## src/rtl/asc_pkg.sv

```systemverilog
// Shared encodings for the serial add/subtract/compare block.
package asc_pkg;

    // Operation encodings carried on the op port
    localparam logic [1:0] OP_ADD = 2'b00;
    localparam logic [1:0] OP_SUB = 2'b01;
    localparam logic [1:0] OP_CMP = 2'b10;
    localparam logic [1:0] OP_RSV = 2'b11;

    // Controller states
    typedef enum logic [1:0] {
        IDLE = 2'b00,
        RUN  = 2'b01,
        DONE = 2'b10
    } state_e;

endpackage

```

## src/rtl/serial_bit_cell.sv

```systemverilog
// One-bit combinational step: add, subtract or compare one bit pair.
module serial_bit_cell
    import asc_pkg::*;
(
    input  logic       a,
    input  logic       b,
    input  logic       cb,
    input  logic [1:0] op,
    input  logic       agtb_in,
    input  logic       bgta_in,
    output logic       r,
    output logic       cb_out,
    output logic       agtb_out,
    output logic       bgta_out
);

    // Later (more significant) differing bits override the running compare state
    always_comb begin
        r        = 1'b0;
        cb_out   = 1'b0;
        agtb_out = agtb_in;
        bgta_out = bgta_in;
        case (op)
            OP_ADD: begin
                r      = a ^ b ^ cb;
                cb_out = (a & b) | (a & cb) | (b & cb);
            end
            OP_SUB: begin
                r      = a ^ b ^ cb;
                cb_out = (~a & b) | (~(a ^ b) & cb);
            end
            OP_CMP: begin
                if (a != b) begin
                    agtb_out = a;
                    bgta_out = b;
                end
            end
            default: begin
                agtb_out = 1'b0;
                bgta_out = 1'b0;
            end
        endcase
    end

endmodule

```

## src/rtl/serial_add_sub_comp.sv

```systemverilog
// Bit-serial unsigned add / subtract / compare, LSB first, N cycles per command.
module serial_add_sub_comp
    import asc_pkg::*;
#(
    parameter int unsigned N = 4
) (
    input  logic         clk,
    input  logic         rst_n,
    input  logic         in_valid,
    output logic         in_ready,
    input  logic [1:0]   op,
    input  logic [N-1:0] a,
    input  logic [N-1:0] b,
    input  logic         cbin,
    output logic         out_valid,
    input  logic         out_ready,
    output logic [N-1:0] result,
    output logic         flag,
    output logic         aisbig,
    output logic         bisbig,
    output logic         equal
);

    localparam int unsigned CW = $clog2(N) + 1;

    state_e          state;
    logic [1:0]      op_q;
    logic [N-1:0]    a_sh;
    logic [N-1:0]    b_sh;
    logic [N-1:0]    acc_sh;
    logic            cb_q;
    logic            agtb_q;
    logic            bgta_q;
    logic [CW-1:0]   cnt;

    logic            r_bit;
    logic            cb_nxt;
    logic            agtb_nxt;
    logic            bgta_nxt;
    logic            last_bit;

    serial_bit_cell u_cell (
        .a        (a_sh[0]),
        .b        (b_sh[0]),
        .cb       (cb_q),
        .op       (op_q),
        .agtb_in  (agtb_q),
        .bgta_in  (bgta_q),
        .r        (r_bit),
        .cb_out   (cb_nxt),
        .agtb_out (agtb_nxt),
        .bgta_out (bgta_nxt)
    );

    assign last_bit = (cnt == CW'(N - 1));

    // Controller, datapath shift registers and registered outputs
    always_ff @(posedge clk or negedge rst_n) begin
        if (!rst_n) begin
            state     <= IDLE;
            in_ready  <= 1'b0;
            out_valid <= 1'b0;
            op_q      <= 2'b00;
            a_sh      <= '0;
            b_sh      <= '0;
            acc_sh    <= '0;
            cb_q      <= 1'b0;
            agtb_q    <= 1'b0;
            bgta_q    <= 1'b0;
            cnt       <= '0;
            result    <= '0;
            flag      <= 1'b0;
            aisbig    <= 1'b0;
            bisbig    <= 1'b0;
            equal     <= 1'b0;
        end else begin
            case (state)
                IDLE: begin
                    in_ready <= 1'b1;
                    if (in_valid && in_ready) begin
                        op_q     <= op;
                        a_sh     <= a;
                        b_sh     <= b;
                        cb_q     <= cbin;
                        agtb_q   <= 1'b0;
                        bgta_q   <= 1'b0;
                        acc_sh   <= '0;
                        cnt      <= '0;
                        in_ready <= 1'b0;
                        state    <= RUN;
                    end
                end
                RUN: begin
                    a_sh   <= a_sh >> 1;
                    b_sh   <= b_sh >> 1;
                    acc_sh <= {r_bit, acc_sh[N-1:1]};
                    cb_q   <= cb_nxt;
                    agtb_q <= agtb_nxt;
                    bgta_q <= bgta_nxt;
                    cnt    <= cnt + CW'(1);
                    if (last_bit) begin
                        // Cell already yields zero result/flag for compare and reserved
                        result    <= {r_bit, acc_sh[N-1:1]};
                        flag      <= cb_nxt;
                        aisbig    <= (op_q == OP_CMP) && agtb_nxt;
                        bisbig    <= (op_q == OP_CMP) && bgta_nxt;
                        equal     <= (op_q == OP_CMP) && !(agtb_nxt || bgta_nxt);
                        out_valid <= 1'b1;
                        state     <= DONE;
                    end
                end
                DONE: begin
                    if (out_ready) begin
                        out_valid <= 1'b0;
                        in_ready  <= 1'b1;
                        state     <= IDLE;
                    end
                end
                default: begin
                    state <= IDLE;
                end
            endcase
        end
    end

endmodule

```

## config.mk

```make
export PLATFORM = sky130hd
export DESIGN_NAME = serial_add_sub_comp
export DESIGN_NICKNAME = d
export VERILOG_FILES = /design/src/rtl/asc_pkg.sv /design/src/rtl/serial_bit_cell.sv /design/src/rtl/serial_add_sub_comp.sv
export SDC_FILE = /design/constraint.sdc
export NUM_CORES = 1
export LEC_CHECK = 0
export BUFFER_PORTS_ARGS = -buffer_cell sky130_fd_sc_hd__buf_4
export CAP_MARGIN = 10
export CORE_UTILIZATION = 45
export CTS_CLUSTER_SIZE = 25
export DETAILED_ROUTE_END_ITERATION = 8
export GPL_ROUTABILITY_DRIVEN = 0
export MAX_ROUTING_LAYER = met4
export PLACE_DENSITY = 0.62
export SLEW_MARGIN = 20
export SYNTH_ARGS = -nofsm -noshare
export SYNTH_HDL_FRONTEND = slang
export SYNTH_SLANG_ARGS = --single-unit
```

## constraint.sdc

```tcl
create_clock -name clk -period 3.7 [get_ports clk]
set_input_delay 0 -clock clk [delete_from_list [all_inputs] [get_ports clk]]
set_output_delay 0 -clock clk [all_outputs]
set_load 0.01 [all_outputs]
```

==> flow_summary_export.csv <==
group,metric,value,unit
clocking,cts_tree,"built",
detailed_routing,vias,1129,
layout,drive_above_1_share,20.1,%
sta,post-route-period-util,48.0,%
detailed_routing,wirelength,2.91,mm
synth,yosysUniqueCellTypes,28,
detailed_routing,drt_iter0_drc,43,
critical_path,worstSetupStartpointType,"register",
critical_path,worstSetupEndpoint,"cnt[0]$_DFFE_PN0P_",
critical_path,r2r-end,"cnt[0]$_DFFE_PN0P_",
sta,worst_pin_slew,750,ps
placement,numPortBuffers,24,
global_route,grt_pass1_wl,4.87,mm
layout,utilization,59.6,%
sta,maxSlewViolCount,0,
synth,syn-num-nets,161,
synth,synthCells,141,
synth,synthesis.area,1470,um^2
pwr,p_leak,0.000886,uW
clocking,cts_resized,0,
sta,tns,0,ps
global_route,track_usage,19.8,%
die,die_w,59.1,um
placement,place_ws,1930,ps
layout,mostFrequentLayoutCells,"dfrtp_1 (31), buf_4 (24), nand2_1 (21)",
detailed_routing,wl_per_cell,13.3,um
clocking,holdBufCountCts,8,
global_route,grt_pass1_vias,1114,
critical_path,rr_startpoint,"state[1]$_DFFE_PN0P_",
global_route,antenna_found_initial,0,
sta,fmax,0.563,GHz
clocking,clock_path_buffers,2,
pwr,powerDensity,803,nW/um^2
die,start_util,47.7,%
critical_path,path_delay_family,"simple AND/OR/NAND/NOR gates",
layout,diodes,0,
layout,layout_commonest_cell,"dfrtp_1",
clocking,postCtsSetupRepairBufs,0,
global_route,overflow,0,
synth,ys_seq_area_share,52.9,%
critical_path,path_cells,"nand4bb_1 -> nand3_1 -> o21ai_0",
die,die_h,59.1,um
layout,areaGrowthSynthToFinish,25.0,%
critical_path,crit_type,"register to register",
sta,finalClockSkew,8.13,ps
sta,final-setup-viol-count,0,
synth,synth_area_per_cell,10.4,um^2
synth,yosys_register_bits,31,
critical_path,end_kind,"register",
sta,period_needed,1780,ps
clocking,cts_root_buf,"clkbuf_4",
die,coreArea,3080,um^2
layout,nNetsFinal,193,
die,die-area,3490,um^2
sta,holdWs,42.1,ps
sta,max_slew_margin,49.9,%
critical_path,crit_fanout,17,
critical_path,setup.worst_path.start,"state[1]$_DFFE_PN0P_",
sta,fin_ws,1920,ps
detailed_routing,vias_per_cell,5.18,
synth,yosysWarnings,0,
detailed_routing,post-route-drc-count,0,
clocking,htree_levels,2,
sta,finalHoldViolCount,0,
critical_path,reg2reg_depth,3,
critical_path,cp.required,3890,ps
pwr,ir_drop,357,uV
clocking,clk_latency,330,ps
critical_path,ff2ff_setup_slack,1920,ps
detailed_routing,dr.pass1.iters,4,
job,drv_cap,0,
critical_path,critPathBufInv,0,
die,io_pins,25,
critical_path,path_depth,3,
sta,rsz0062_at_grt,"no",
detailed_routing,ant_nets,0,
pwr,fin_total_pwr,1470,uW
critical_path,arrival,1970,ps
global_route,grt_start_max_net_pins,32,
placement,hpwl,2.02,mm
clocking,cts_made_buffers,5,
critical_path,cp_slowest_stage_delay,700,ps
outcome,run_status,"complete, no violations",
critical_path,crit_slowest_cell,"nand4bb_1",
die,row_count,20,
clocking,clock-sinks,31,
min_path,min_path_type,"input port to register",
clocking,clk_pin_slew,90,ps
[power breakdown]
group          switching (uW)  internal, uW
Sequential                140           484
Clock                     114           160
Combinational             309           265
[kinds of logic after synthesis]
kind of cell,count (synthesis),share of synthesized area (%)
AOI/OAI and AO/OA,35,15.1
DFF,31,52.9
and+or+nand+nor,52,19.2
buffers and inverters,13,3.92
muxes,5,3.67
adders and majority gates,5,5.29
[state kept, by name (all words and copies together) (netlist names)]
signal	flops
state	2
cb_q	1
in_ready	1
acc_sh	3
cnt	3
agtb_q	1
bgta_q	1
b_sh	4
op_q	2
a_sh	4
equal	1
out_valid	1
bisbig	1
result	4
flag	1
aisbig	1
[metal layers]
metal	wire (um)	GRT usage, %	vias to the layer above	share of wire [%]
met5	0	-	-	0
met2	1430	32.0	31	49
li1	-	-	566	-
met4	29	8.50	0	1.0
met1	1340	23.7	528	46
met3	111	4.59	4	3.8
[worst min path at each step]
stage,start,endpoint,cells after the start
after floorplan,rst_n,a_sh[0]$_DFFE_PN0P_,0
after global placement,rst_n,b_sh[0]$_DFFE_PN0P_,1
after detailed placement,rst_n,agtb_q$_DFFE_PN0P_,1
after CTS,b[2],b_sh[2]$_DFFE_PN0P_,3
after global routing,b[2],b_sh[2]$_DFFE_PN0P_,3
final,b[2],b_sh[2]$_DFFE_PN0P_,3
[final cells by class]
class,instances,area (um^2)
Multi-Input combinational cell,97,634
Fill cell,279,1240
Tap cell,44,55.1
Timing Repair Buffer,32,260
Inverter,6,22.5
Sequential cell,31,776
Clock buffer,6,51.3
Clock inverter,2,35.0
[synth_stat cells, drive strengths merged]
library cell / instances / area (um^2)
buf: 7 / 35.0
a32o: 1 / 10.0
a21o: 1 / 7.51
a21oi: 9 / 45.0
nand2b: 6 / 37.5
dfrtp: 31 / 776
inv: 6 / 22.5
nor2b: 1 / 6.26
o21a: 1 / 7.51
a211o: 1 / 8.76
nor3: 3 / 15.0
mux2: 3 / 33.8
mux2i: 2 / 20.0
fa: 2 / 40.0
and4b: 4 / 40.0
nand3b: 2 / 15.0
o31ai: 7 / 52.6
a22oi: 4 / 30.0
ha: 3 / 37.5
nand2: 21 / 78.8
nand3: 10 / 50.1
nand4bb: 1 / 11.3
and4bb: 1 / 12.5
nor2: 2 / 7.51
or2b: 1 / 7.51
a211oi: 2 / 15.0
o21ai: 9 / 45.0
[stage by stage]
stage          instances  cell area (um^2)
2_1_floorplan        141              1470
3_5_place_dp         202              1670
6_report             218              1830
3_3_place_gp         202              1670
5_1_grt              218              1830
4_1_cts              218              1830
[worst register-to-register path, cell delays in order (launching register included)]
cell	delay (ps)
dfrtp_1	550
nand4bb_1	700
nand3_1	280
o21ai_0	110
(Power assumes the default switching activity.)
